--- src/rtl/regfile16_pkg.sv ---
// Shared constants for the register file: word length, register count,
// register address type and a one-hot helper used by the scoreboard.
package regfile16_pkg;

   localparam int WORD_LENGTH   = 16;
   localparam int REG_COUNT     = 16;
   localparam int REG_ADDR_BITS = 4;

   typedef logic [REG_ADDR_BITS-1:0] reg_addr_t;

   // One-hot decode of a register address, all zeros when the strobe is low.
   function automatic logic [REG_COUNT-1:0] addr_onehot(input reg_addr_t addr, input logic en);
      logic [REG_COUNT-1:0] mask;
      mask = '0;
      if (en) begin
         mask[addr] = 1'b1;
      end
      return mask;
   endfunction

endpackage

--- src/rtl/regfile16_if.sv ---
// Register file bus: writeback, issue allocation and the two read ports.
// The master drives strobes/addresses/selects; the slave (regfile16)
// returns read data and pending status.
interface regfile16_if
   import regfile16_pkg::*;
#(
   parameter int n = WORD_LENGTH
);
   logic                 wr_en;
   reg_addr_t            wr_addr;
   logic [n-1:0]         wr_data;
   logic                 alloc_en;
   reg_addr_t            alloc_addr;
   reg_addr_t            rd_sel_a;
   logic [n-1:0]         rd_data_a;
   logic                 busy_a;
   reg_addr_t            rd_sel_b;
   logic [n-1:0]         rd_data_b;
   logic                 busy_b;
   logic [REG_COUNT-1:0] busy_vec;

   modport master (
      output wr_en, wr_addr, wr_data, alloc_en, alloc_addr, rd_sel_a, rd_sel_b,
      input  rd_data_a, busy_a, rd_data_b, busy_b, busy_vec
   );

   modport slave (
      input  wr_en, wr_addr, wr_data, alloc_en, alloc_addr, rd_sel_a, rd_sel_b,
      output rd_data_a, busy_a, rd_data_b, busy_b, busy_vec
   );
endinterface

--- src/rtl/regfile16_mux16.sv ---
// 16:1 read multiplexer of n-bit words, purely combinational.
module regfile16_mux16
   import regfile16_pkg::*;
#(
   parameter int n = WORD_LENGTH
) (
   input  logic [n-1:0] in00, in01, in02, in03, in04, in05, in06, in07,
   input  logic [n-1:0] in08, in09, in10, in11, in12, in13, in14, in15,
   input  reg_addr_t    sel,
   output logic [n-1:0] dout
);
   // Select one of the sixteen inputs.
   always_comb begin
      dout = '0;
      case (sel)
         4'd0:  dout = in00;
         4'd1:  dout = in01;
         4'd2:  dout = in02;
         4'd3:  dout = in03;
         4'd4:  dout = in04;
         4'd5:  dout = in05;
         4'd6:  dout = in06;
         4'd7:  dout = in07;
         4'd8:  dout = in08;
         4'd9:  dout = in09;
         4'd10: dout = in10;
         4'd11: dout = in11;
         4'd12: dout = in12;
         4'd13: dout = in13;
         4'd14: dout = in14;
         default: dout = in15;
      endcase
   end
endmodule

--- src/rtl/regfile16_scoreboard.sv ---
// Pending-write scoreboard: one bit per register, set by issue allocation,
// cleared by writeback. An allocation wins over a same-cycle writeback to the
// same register because the allocation is the younger operation. Bit 0 (R0)
// never becomes pending.
module regfile16_scoreboard
   import regfile16_pkg::*;
(
   input  logic                 clk,
   input  logic                 rst_n,
   input  logic                 alloc_en,
   input  reg_addr_t            alloc_addr,
   input  logic                 wr_en,
   input  reg_addr_t            wr_addr,
   output logic [REG_COUNT-1:0] busy_vec
);
   logic [REG_COUNT-1:0] pend_reg;
   logic [REG_COUNT-1:0] pend_next;

   // Next pending state: clear on writeback, then set on allocation.
   always_comb begin
      pend_next    = (pend_reg & ~addr_onehot(wr_addr, wr_en)) | addr_onehot(alloc_addr, alloc_en);
      pend_next[0] = 1'b0;
   end

   // Pending register, cleared asynchronously by reset.
   always_ff @(posedge clk or negedge rst_n) begin
      if (!rst_n) begin
         pend_reg <= '0;
      end else begin
         pend_reg <= pend_next;
      end
   end

   assign busy_vec = pend_reg;
endmodule

--- src/rtl/regfile16.sv ---
// 16 x n general-purpose register file with pending-write scoreboard.
// R0 reads as zero and ignores writes and allocations. Two 16:1 muxes form
// read ports A and B with zero-cycle latency.
// Optional feature: define REGFILE_BYPASS_EN to forward a same-cycle writeback
// to a read port that selects the written register.
module regfile16
   import regfile16_pkg::*;
#(
   parameter int n = WORD_LENGTH
) (
   input  logic        clk,
   input  logic        rst_n,
   regfile16_if.slave  bus
);
   logic [n-1:0] regs [REG_COUNT];
   logic [n-1:0] mux_a_out;
   logic [n-1:0] mux_b_out;

   // Architectural registers; R0 is held at zero.
   always_ff @(posedge clk or negedge rst_n) begin
      if (!rst_n) begin
         for (int i = 0; i < REG_COUNT; i++) begin
            regs[i] <= '0;
         end
      end else begin
         regs[0] <= '0;
         for (int i = 1; i < REG_COUNT; i++) begin
            if (bus.wr_en && (bus.wr_addr == reg_addr_t'(i))) begin
               regs[i] <= bus.wr_data;
            end
         end
      end
   end

   regfile16_scoreboard u_scoreboard (
      .clk        (clk),
      .rst_n      (rst_n),
      .alloc_en   (bus.alloc_en),
      .alloc_addr (bus.alloc_addr),
      .wr_en      (bus.wr_en),
      .wr_addr    (bus.wr_addr),
      .busy_vec   (bus.busy_vec)
   );

   regfile16_mux16 #(.n(n)) MUX_A (
      .in00(regs[0]),  .in01(regs[1]),  .in02(regs[2]),  .in03(regs[3]),
      .in04(regs[4]),  .in05(regs[5]),  .in06(regs[6]),  .in07(regs[7]),
      .in08(regs[8]),  .in09(regs[9]),  .in10(regs[10]), .in11(regs[11]),
      .in12(regs[12]), .in13(regs[13]), .in14(regs[14]), .in15(regs[15]),
      .sel (bus.rd_sel_a),
      .dout(mux_a_out)
   );

   regfile16_mux16 #(.n(n)) MUX_B (
      .in00(regs[0]),  .in01(regs[1]),  .in02(regs[2]),  .in03(regs[3]),
      .in04(regs[4]),  .in05(regs[5]),  .in06(regs[6]),  .in07(regs[7]),
      .in08(regs[8]),  .in09(regs[9]),  .in10(regs[10]), .in11(regs[11]),
      .in12(regs[12]), .in13(regs[13]), .in14(regs[14]), .in15(regs[15]),
      .sel (bus.rd_sel_b),
      .dout(mux_b_out)
   );

`ifdef REGFILE_BYPASS_EN
   logic fwd_a;
   logic fwd_b;

   // Forward a writeback to a port selecting the same non-zero register.
   // Suppressed during reset, where the write would be discarded anyway.
   always_comb begin
      fwd_a = rst_n && bus.wr_en && (bus.wr_addr == bus.rd_sel_a) && (bus.wr_addr != '0);
      fwd_b = rst_n && bus.wr_en && (bus.wr_addr == bus.rd_sel_b) && (bus.wr_addr != '0);
      bus.rd_data_a = fwd_a ? bus.wr_data : mux_a_out;
      bus.rd_data_b = fwd_b ? bus.wr_data : mux_b_out;
      bus.busy_a    = fwd_a ? (bus.alloc_en && (bus.alloc_addr == bus.rd_sel_a))
                            : bus.busy_vec[bus.rd_sel_a];
      bus.busy_b    = fwd_b ? (bus.alloc_en && (bus.alloc_addr == bus.rd_sel_b))
                            : bus.busy_vec[bus.rd_sel_b];
   end
`else
   // Read ports reflect registered state only.
   always_comb begin
      bus.rd_data_a = mux_a_out;
      bus.rd_data_b = mux_b_out;
      bus.busy_a    = bus.busy_vec[bus.rd_sel_a];
      bus.busy_b    = bus.busy_vec[bus.rd_sel_b];
   end
`endif

endmodule

--- src/flat_wrapper.sv ---
// flat-port wrapper written by rule: the top's interface ports become plain ports
module regfile16_flat import regfile16_pkg::*;
#(
   parameter int n = WORD_LENGTH
)
  (clk, rst_n, bus_wr_en, bus_wr_addr, bus_wr_data, bus_alloc_en, bus_alloc_addr, bus_rd_sel_a, bus_rd_sel_b, bus_rd_data_a, bus_busy_a, bus_rd_data_b, bus_busy_b, bus_busy_vec);
  regfile16_if #(.n(n)) bus_i ();
  input  logic clk;
  input  logic rst_n;
  input wire logic [$bits(bus_i.wr_en)-1:0] bus_wr_en;
  input wire logic [$bits(bus_i.wr_addr)-1:0] bus_wr_addr;
  input wire logic [$bits(bus_i.wr_data)-1:0] bus_wr_data;
  input wire logic [$bits(bus_i.alloc_en)-1:0] bus_alloc_en;
  input wire logic [$bits(bus_i.alloc_addr)-1:0] bus_alloc_addr;
  input wire logic [$bits(bus_i.rd_sel_a)-1:0] bus_rd_sel_a;
  input wire logic [$bits(bus_i.rd_sel_b)-1:0] bus_rd_sel_b;
  output wire logic [$bits(bus_i.rd_data_a)-1:0] bus_rd_data_a;
  output wire logic [$bits(bus_i.busy_a)-1:0] bus_busy_a;
  output wire logic [$bits(bus_i.rd_data_b)-1:0] bus_rd_data_b;
  output wire logic [$bits(bus_i.busy_b)-1:0] bus_busy_b;
  output wire logic [$bits(bus_i.busy_vec)-1:0] bus_busy_vec;
  assign bus_i.wr_en = bus_wr_en;
  assign bus_i.wr_addr = bus_wr_addr;
  assign bus_i.wr_data = bus_wr_data;
  assign bus_i.alloc_en = bus_alloc_en;
  assign bus_i.alloc_addr = bus_alloc_addr;
  assign bus_i.rd_sel_a = bus_rd_sel_a;
  assign bus_i.rd_sel_b = bus_rd_sel_b;
  assign bus_rd_data_a = bus_i.rd_data_a;
  assign bus_busy_a = bus_i.busy_a;
  assign bus_rd_data_b = bus_i.rd_data_b;
  assign bus_busy_b = bus_i.busy_b;
  assign bus_busy_vec = bus_i.busy_vec;
  regfile16 #(.n(n)) u_core (.clk(clk), .rst_n(rst_n), .bus(bus_i));
endmodule
--- config.mk ---
export PLATFORM = sky130hd
export DESIGN_NAME = regfile16_flat
export DESIGN_NICKNAME = d
export VERILOG_FILES = /design/src/rtl/regfile16_pkg.sv /design/src/rtl/regfile16_if.sv /design/src/rtl/regfile16_mux16.sv /design/src/rtl/regfile16_scoreboard.sv /design/src/rtl/regfile16.sv /design/src/flat_wrapper.sv
export SDC_FILE = /design/constraint.sdc
export NUM_CORES = 1
export LEC_CHECK = 0
export BUFFER_PORTS_ARGS = -buffer_cell sky130_fd_sc_hd__buf_2
export CAP_MARGIN = 20
export CORE_ASPECT_RATIO = 1.1
export CORE_MARGIN = 2
export CORE_UTILIZATION = 30
export CTS_CLUSTER_SIZE = 16
export DETAILED_ROUTE_END_ITERATION = 10
export GPL_TIMING_DRIVEN = 0
export SETUP_SLACK_MARGIN = 0.2
export SYNTH_ARGS = -nofsm -noshare
export SYNTH_HDL_FRONTEND = slang
export SYNTH_HIERARCHICAL = 1
export SYNTH_SLANG_ARGS = --single-unit
--- constraint.sdc ---
create_clock -name clk -period 1.9 [get_ports clk]
set_clock_uncertainty 0.1 [all_clocks]
set_input_delay 0 -clock clk [delete_from_list [all_inputs] [get_ports clk]]
set_output_delay 0 -clock clk [all_outputs]
set_load 0.01 [all_outputs]
==> results.json, run 1 <==
{
  "outcome": "complete, but fails checks",
  "failing_checks": "setup timing",
  "fp.dieW_um": 213,
  "relative_slew_slack": 0.350,
  "timing.final.max_slew_violations": 0,
  "cts.htree.levels": 1,
  "yosysMostFrequentCell": "sky130_fd_sc_hd__dfrtp_1",
  "tritoncts_clock_tree": "yes",
  "track_usage": 0.213,
  "post_synth_most_frequent_cells": "sky130_fd_sc_hd__dfrtp_1, sky130_fd_sc_hd__mux2_2, sky130_fd_sc_hd__mux2i_1",
  "area_growth_pct": 21.5,
  "power.total_w": 0.0178,
  "layout-drive-gt1-share": 0.381,
  "hold_path_depth": 4,
  "detail_route.vias_per_cell": 5.78,
  "cellLeakagePower_nw": 7.49,
  "synthDominantAreaCellType": "sky130_fd_sc_hd__dfrtp_1",
  "core-area_mm2": 0.0475,
  "intPower_w": 0.0124,
  "grt_start_max_net_pins": 122,
  "dp.cells": 1982,
  "clkSlewWorstSetupHoldPaths_ns": 0.06,
  "numPortBuffers": 84,
  "maxCapViolations": 0,
  "crit_arrival_ns": 2.11,
  "detailedRoute.firstPassIterationCount": 5,
  "antenna_violations_before_repair": 0,
  "power_frac_seq": 0.432,
  "num_vias": 12050,
  "netlist_instances": 1220,
  "worstSetupEndpointType": "output pin",
  "period_needed_ns": 2.21,
  "finalWorstSetupSlack_ns": -0.314,
  "hold_path.class": "input pin to register",
  "setup_viol": 34,
  "cp_data_required_time_ns": 1.80,
  "p_switching_w": 0.00540,
  "yosys_warnings": 6,
  "power.switching_fraction": 0.302,
  "path_class": "register to output pin",
  "worst_ir_drop_vdd_mv": 0.705,
  "wire_length_of_the_first_global_routing_pass_mm": 78.4,
  "rows": 84,
  "design.die.area_mm2": 0.0497,
  "dp_hpwl_mm": 36.8,
  "yosys.area.top_type_share": 0.444,
  "ioPinCount": 86,
  "clockRootBuffer": "sky130_fd_sc_hd__clkbuf_16",
  "timing.critical_path.from_type": "register",
  "syn_avg_cell_area_um2": 11.8,
  "finalHoldWorstSlack_ns": 0.0654,
  "combPwrFrac": 0.234,
  "worstMarginPinSlew_ns": 0.972,
  "fmaxAchievable_ghz": 0.452,
  "detail_route.wirelength_mm": 53.6,
  "cts_num_sinks": 255,
  "synth.yosys.seq_area_share": 0.444,
  "route.detailed.wl_per_inst_um": 25.7,
  "start_util": 0.302,
  "nNetsFinal": 1450,
  "setup.reg_to_reg.worst_slack_ns": 0.58,
  "final_util": 0.367,
  "syn_area_mm2": 0.0144,
  "grt_setup_unrepaired": "yes",
  "antenna_left": 0,
  "gp_congestion": 0.912,
  "post_synth_main_area_contributors": "sky130_fd_sc_hd__dfrtp_1, sky130_fd_sc_hd__mux2_2, sky130_fd_sc_hd__mux2i_1",
  "synth-edff-count": 0,
  "cp_max_fo": 3,
  "final_min_period_over_clock_period": 1.17,
  "postSynth.asyncResetShare": 1.00,
  "grt_pass1_vias": 12173,
  "drt_iter0_drc": 1038,
  "fp.dieH_um": 234,
  "cts.path.max_buffers": 3,
  "clkPwrFrac": 0.334,
  "instances_no_fill": 2085,
  "grt_overflow_total": 0,
  "worst_skew_pair.late_latency_ns": 0.58,
  "powerDensity_mw_per_mm2": 1020,
  "synth_cell_type_count": 52,
  "timing.final.hold_violations": 0,
  "r2r.worst_path.cells": 3,
  "synth_ff_type": "sky130_fd_sc_hd__dfrtp_1",
  "ys_ff_latch": 255,
  "tritoncts.num_buffers": 31,
  "drc": 0
}
-- layout by cell type (no fill, tap or decap), types with 25 or more instances in the layout --
| cell type | instances |
|---|---|
| sky130_fd_sc_hd__buf_4 | 25 |
| sky130_fd_sc_hd__nor2_1 | 50 |
| sky130_fd_sc_hd__o21ai_0 | 27 |
| sky130_fd_sc_hd__a22oi_1 | 74 |
| sky130_fd_sc_hd__clkbuf_16 | 31 |
| sky130_fd_sc_hd__dlygate4sd3_1 | 35 |
| sky130_fd_sc_hd__dfrtp_1 | 255 |
| sky130_fd_sc_hd__a21oi_1 | 26 |
| sky130_fd_sc_hd__buf_2 | 135 |
| sky130_fd_sc_hd__o22ai_1 | 48 |
| sky130_fd_sc_hd__o32ai_1 | 25 |
| sky130_fd_sc_hd__o32a_1 | 30 |
| sky130_fd_sc_hd__mux2i_1 | 91 |
| sky130_fd_sc_hd__conb_1 | 33 |
| sky130_fd_sc_hd__mux2_2 | 243 |
-- layout make-up --
cell class / instances / area [um^2]
clock buffer: 44 / 905
clock inverter: 14 / 131
tap: 645 / 807
multi-input combinational: 883 / 7630
antenna: 1 / 2.50
sequential: 255 / 6380
timing repair buffer: 130 / 903
fill: 4737 / 30100
buffer: 113 / 694
-- per-stage QoR --
| step | TNS, ns | setup slack (ns) | area (um^2) |
|---|---|---|---|
| floorplan | 0 | 0.412 | 14500 |
| global placement | -1031.30 | -3.98 | 15700 |
| detailed placement | -22.86 | -0.410 | 15800 |
| CTS | -7.26 | -0.343 | 17300 |
| global route | -8.87 | -0.387 | 17400 |
| finish | -6.87 | -0.314 | 17500 |
-- worst max-delay path: stages, from the launching register on --
cell	delay (ns)
sky130_fd_sc_hd__dfrtp_1	0.40
sky130_fd_sc_hd__mux4_2	0.49
sky130_fd_sc_hd__nor2b_1	0.12
sky130_fd_sc_hd__nor3_1	0.06
sky130_fd_sc_hd__o32a_1	0.33
sky130_fd_sc_hd__buf_2	0.15
-- what timing repair did --
action	in CTS	in global routing
endpoints found under the setup margin	35	34
endpoints found under the hold margin	350	0
hold buffers	35	0
setup buffers	4	5
pin swaps	51	9
gates resized for setup	45	19
-- final timing paths --
path / from / to
setup / recovery: u_core/regs[209] / bus_rd_data_a[1]
hold / removal: bus_wr_addr[0] / u_core/regs[161]
setup reg to reg: u_core/u_scoreboard/busy_vec[15] / u_core/u_scoreboard/busy_vec[15]
hold reg to reg: u_core/regs[61] / u_core/regs[61]
max in group asynchronous: rst_n / u_core/regs[142]
min in group asynchronous: rst_n / u_core/regs[147]
-- state kept, by name (all words and copies together), names as in the netlist --
| signal | cells |
|---|---|
| u_core/regs | 240 |
| u_core/u_scoreboard/busy_vec | 15 |
-- metal layers --
layer / wire (um) / vias to the layer above / global-route usage
met5: 0 / - / 0
met1: 21200 / 6079 / 0.271
met4: 3390 / 0 / 0.123
met3: 4540 / 186 / 0.0390
li1: - / 5075 / -
met2: 24500 / 710 / 0.339
-- power by group through the flow --
stage	Sequential (W)	Combinational (W)	Clock, W
floorplan	0.00750	0.00269	0
global placement	0.00767	0.00380	0
detailed placement	0.00775	0.00391	0
CTS	0.00767	0.00407	0.00608
global route	0.00786	0.00447	0.00630
finish	0.00771	0.00418	0.00596
-- logic make-up after synthesis --
family	after synthesis	share of synthesized area
other cells	2	0.000523
flops	255	0.444
mux	346	0.272
buf+inv	113	0.0466
simple gates	184	0.0762
compound gates	320	0.161
Power figures use the tool's default switching activity.
==> run 2, diff against run 1 <==
--- a/config.mk
+++ b/config.mk
@@ -9,11 +9,13 @@
 export CAP_MARGIN = 20
 export CORE_ASPECT_RATIO = 1.1
 export CORE_MARGIN = 2
-export CORE_UTILIZATION = 30
+export CORE_UTILIZATION = 40
+export CTS_CLUSTER_DIAMETER = 80
 export CTS_CLUSTER_SIZE = 16
 export DETAILED_ROUTE_END_ITERATION = 10
 export GPL_TIMING_DRIVEN = 0
 export SETUP_SLACK_MARGIN = 0.2
+export SKIP_LAST_GASP = 1
 export SYNTH_ARGS = -nofsm -noshare
 export SYNTH_HDL_FRONTEND = slang
 export SYNTH_HIERARCHICAL = 1
==> results.json, run 2 (synthesis results as in run 1) <==
{
  "outcome": "complete, but fails checks",
  "worst_ir_drop_vdd_mv": 0.535,
  "largest_register_ff_count": 240,
  "r2r_end": "u_core/u_scoreboard/busy_vec[2]",
  "clkPwrFrac": 0.253,
  "tritoncts.num_buffers": 20,
  "cp_data_required_time_ns": 1.80,
  "post-place-ws_ns": -0.485,
  "grt_overflow_total": 0,
  "grt_setup_unrepaired": "yes",
  "setup.reg_to_reg.worst_slack_ns": 0.33,
  "grt_pass1_vias": 11937,
  "drc": 0,
  "fillCellCount": 3325,
  "timing.critical_path.from_type": "register",
  "nNetsFinal": 1447,
  "gr-usage-met3": 0.0402,
  "powerDensity_mw_per_mm2": 942,
  "finalHoldWorstSlack_ns": -0.0782,
  "grt_start_max_net_pins": 85,
  "path_class": "register to output pin",
  "r2r.worst_path.cells": 5,
  "design.die.area_mm2": 0.0375,
  "start_util": 0.407,
  "relative_slew_slack": 0.277,
  "antenna_cells": 0,
  "core-area_mm2": 0.0353,
  "rows": 72,
  "crit_arrival_ns": 2.04,
  "largest-register": "u_core/regs",
  "worst_path_max_delay_cell": "sky130_fd_sc_hd__mux4_2",
  "detailedRoute.firstPassIterationCount": 6,
  "tritoncts_clock_tree": "yes",
  "track_usage": 0.276,
  "hold_path.class": "input pin to async pin",
  "most_common_cell_after_layout_fill_and_taps_aside": "sky130_fd_sc_hd__dfrtp_1",
  "grt-busiest-layer": "met2",
  "gp_congestion": 0.936,
  "clockRootBuffer": "sky130_fd_sc_hd__clkbuf_16",
  "intPower_w": 0.0109,
  "antenna_violations_before_repair": 0,
  "cts.path.max_buffers": 3,
  "final_min_period_over_clock_period": 1.12,
  "layout.cells.most_common_list": "sky130_fd_sc_hd__dfrtp_1, sky130_fd_sc_hd__mux2_2, sky130_fd_sc_hd__buf_2, sky130_fd_sc_hd__mux2i_1, sky130_fd_sc_hd__a22oi_1",
  "failing_checks": "hold timing, setup timing",
  "critical_path.max_stage_delay_ns": 0.48,
  "power.switching_fraction": 0.312,
  "antenna_left": 0,
  "numPortBuffers": 84,
  "wire_length_of_the_first_global_routing_pass_mm": 76.3,
  "finalWorstSetupSlack_ns": -0.237,
  "instances_no_fill": 1893,
  "timing.final.max_slew_violations": 0,
  "cts_num_sinks": 255,
  "fp.dieH_um": 203,
  "combPwrFrac": 0.261,
  "maxCapViolations": 0,
  "detail_route.wirelength_mm": 51.8,
  "critical_path.top_delay_family": "multiplexers",
  "layout-drive-gt1-share": 0.370,
  "crit-reg2reg-launch": "u_core/u_scoreboard/busy_vec[2]",
  "clkSlewWorstSetupHoldPaths_ns": 0.07,
  "cellLeakagePower_nw": 7.30,
  "p_switching_w": 0.00493,
  "cts.htree.levels": 1,
  "worst_skew_pair.late_latency_ns": 0.52,
  "dp.cells": 1819,
  "worstSetupEndpointType": "output pin",
  "dp_hpwl_mm": 35.6,
  "period_needed_ns": 2.14,
  "fmaxAchievable_ghz": 0.468,
  "ioPinCount": 86,
  "route.detailed.wl_per_inst_um": 27.4,
  "timing.final.hold_violations": 58,
  "worst-path-buf-inv": 1,
  "num_vias": 11762,
  "power_frac_seq": 0.486,
  "area_growth_pct": 16.9,
  "cp_max_fo": 3,
  "setup_viol": 34,
  "detail_route.vias_per_cell": 6.21,
  "sequence_of_cells_on_the_critical_path": "mux4_2 -> nor2b_2 -> nor3_1 -> o32a_1 -> buf_2",
  "drt_iter0_drc": 1116,
  "global_route.usage.met2": 0.447,
  "met1_routing_resource_usage_after_global_routing": 0.361,
  "fp.dieW_um": 185,
  "worstMarginPinSlew_ns": 1.08
}
run 2: cell count changes in the layout (fill, tap and decap cells not counted), sizes merged, moves of 2 or more:
cell          delta
clkbuf          -24
clkinvlp         -3
dlymetal6s4s     +2
clkinv           -7
bufinv           -2
buf              +8
run 2: power by group through the flow:
stage | clock [W] | combinational (W) | sequential, W
2_1_floorplan | 0 | 0.00269 | 0.00750
3_3_place_gp | 0 | 0.00373 | 0.00769
3_5_place_dp | 0 | 0.00383 | 0.00776
4_1_cts | 0.00407 | 0.00406 | 0.00764
5_1_grt | 0.00424 | 0.00444 | 0.00784
6_report | 0.00400 | 0.00413 | 0.00768
run 2: worst max path at each step:
stage | start | to | slack [ns] | cells after the start
4_1_cts | u_core/regs[65] | bus_rd_data_a[1] | -0.28 | 5
5_1_grt | u_core/regs[65] | bus_rd_data_a[1] | -0.31 | 5
3_5_place_dp | bus_rd_sel_b[0] | bus_rd_data_b[14] | -0.49 | 8
3_3_place_gp | rst_n | u_core/regs[218] | -4.04 | 1
2_1_floorplan | u_core/regs[193] | bus_rd_data_a[1] | 0.41 | 4
6_report | u_core/regs[65] | bus_rd_data_a[1] | -0.24 | 5
run 2: area by class of cell:
class | instances | area [um^2] | share of cell area
clock inverter | 2 | 21.3 | 0.00127
sequential | 255 | 6380 | 0.380
clock buffer | 21 | 526 | 0.0313
timing repair buffer | 138 | 975 | 0.0580
multi-input combinational | 883 | 7590 | 0.452
buffer | 113 | 694 | 0.0414
tap | 481 | 602 | 0.0358
run 2: repair_timing:
action / CTS / global route
gates cloned: 0 / 0
hold buffers: 35 / 1
buffers inserted: 11 / 4
gates resized for setup: 45 / 14
pin swaps: 66 / 21
hold endpoints to repair: 267 / 12
endpoints found under the setup margin: 34 / 48
run 2: stage by stage:
step           utilization  total power [W]  instance area [um^2]  TNS (ns)
2_1_floorplan            -           0.0102                 14500         0
3_3_place_gp         0.439           0.0114                 15500  -1049.25
3_5_place_dp         0.441           0.0116                 15600    -22.24
4_1_cts              0.473           0.0158                 16700     -4.36
5_1_grt              0.475           0.0165                 16800     -6.14
6_report             0.475           0.0158                 16800     -3.83
run 2: worst reg2reg max path: stages, from the launching register on:
cell and delay [ns]:
sky130_fd_sc_hd__dfrtp_1 0.40, sky130_fd_sc_hd__buf_4 0.14, sky130_fd_sc_hd__buf_4 0.12, sky130_fd_sc_hd__o21ai_1 0.06, sky130_fd_sc_hd__o21ai_1 0.07, sky130_fd_sc_hd__dlygate4sd3_1 0.56
run 2: layer usage:
metal	vias to the layer above	part of all wire	routed length (um)
met3	150	0.075	3900
met5	-	0	0
met2	621	0.47	24300
met4	0	0.054	2810
li1	5042	-	-
met1	5949	0.40	20800
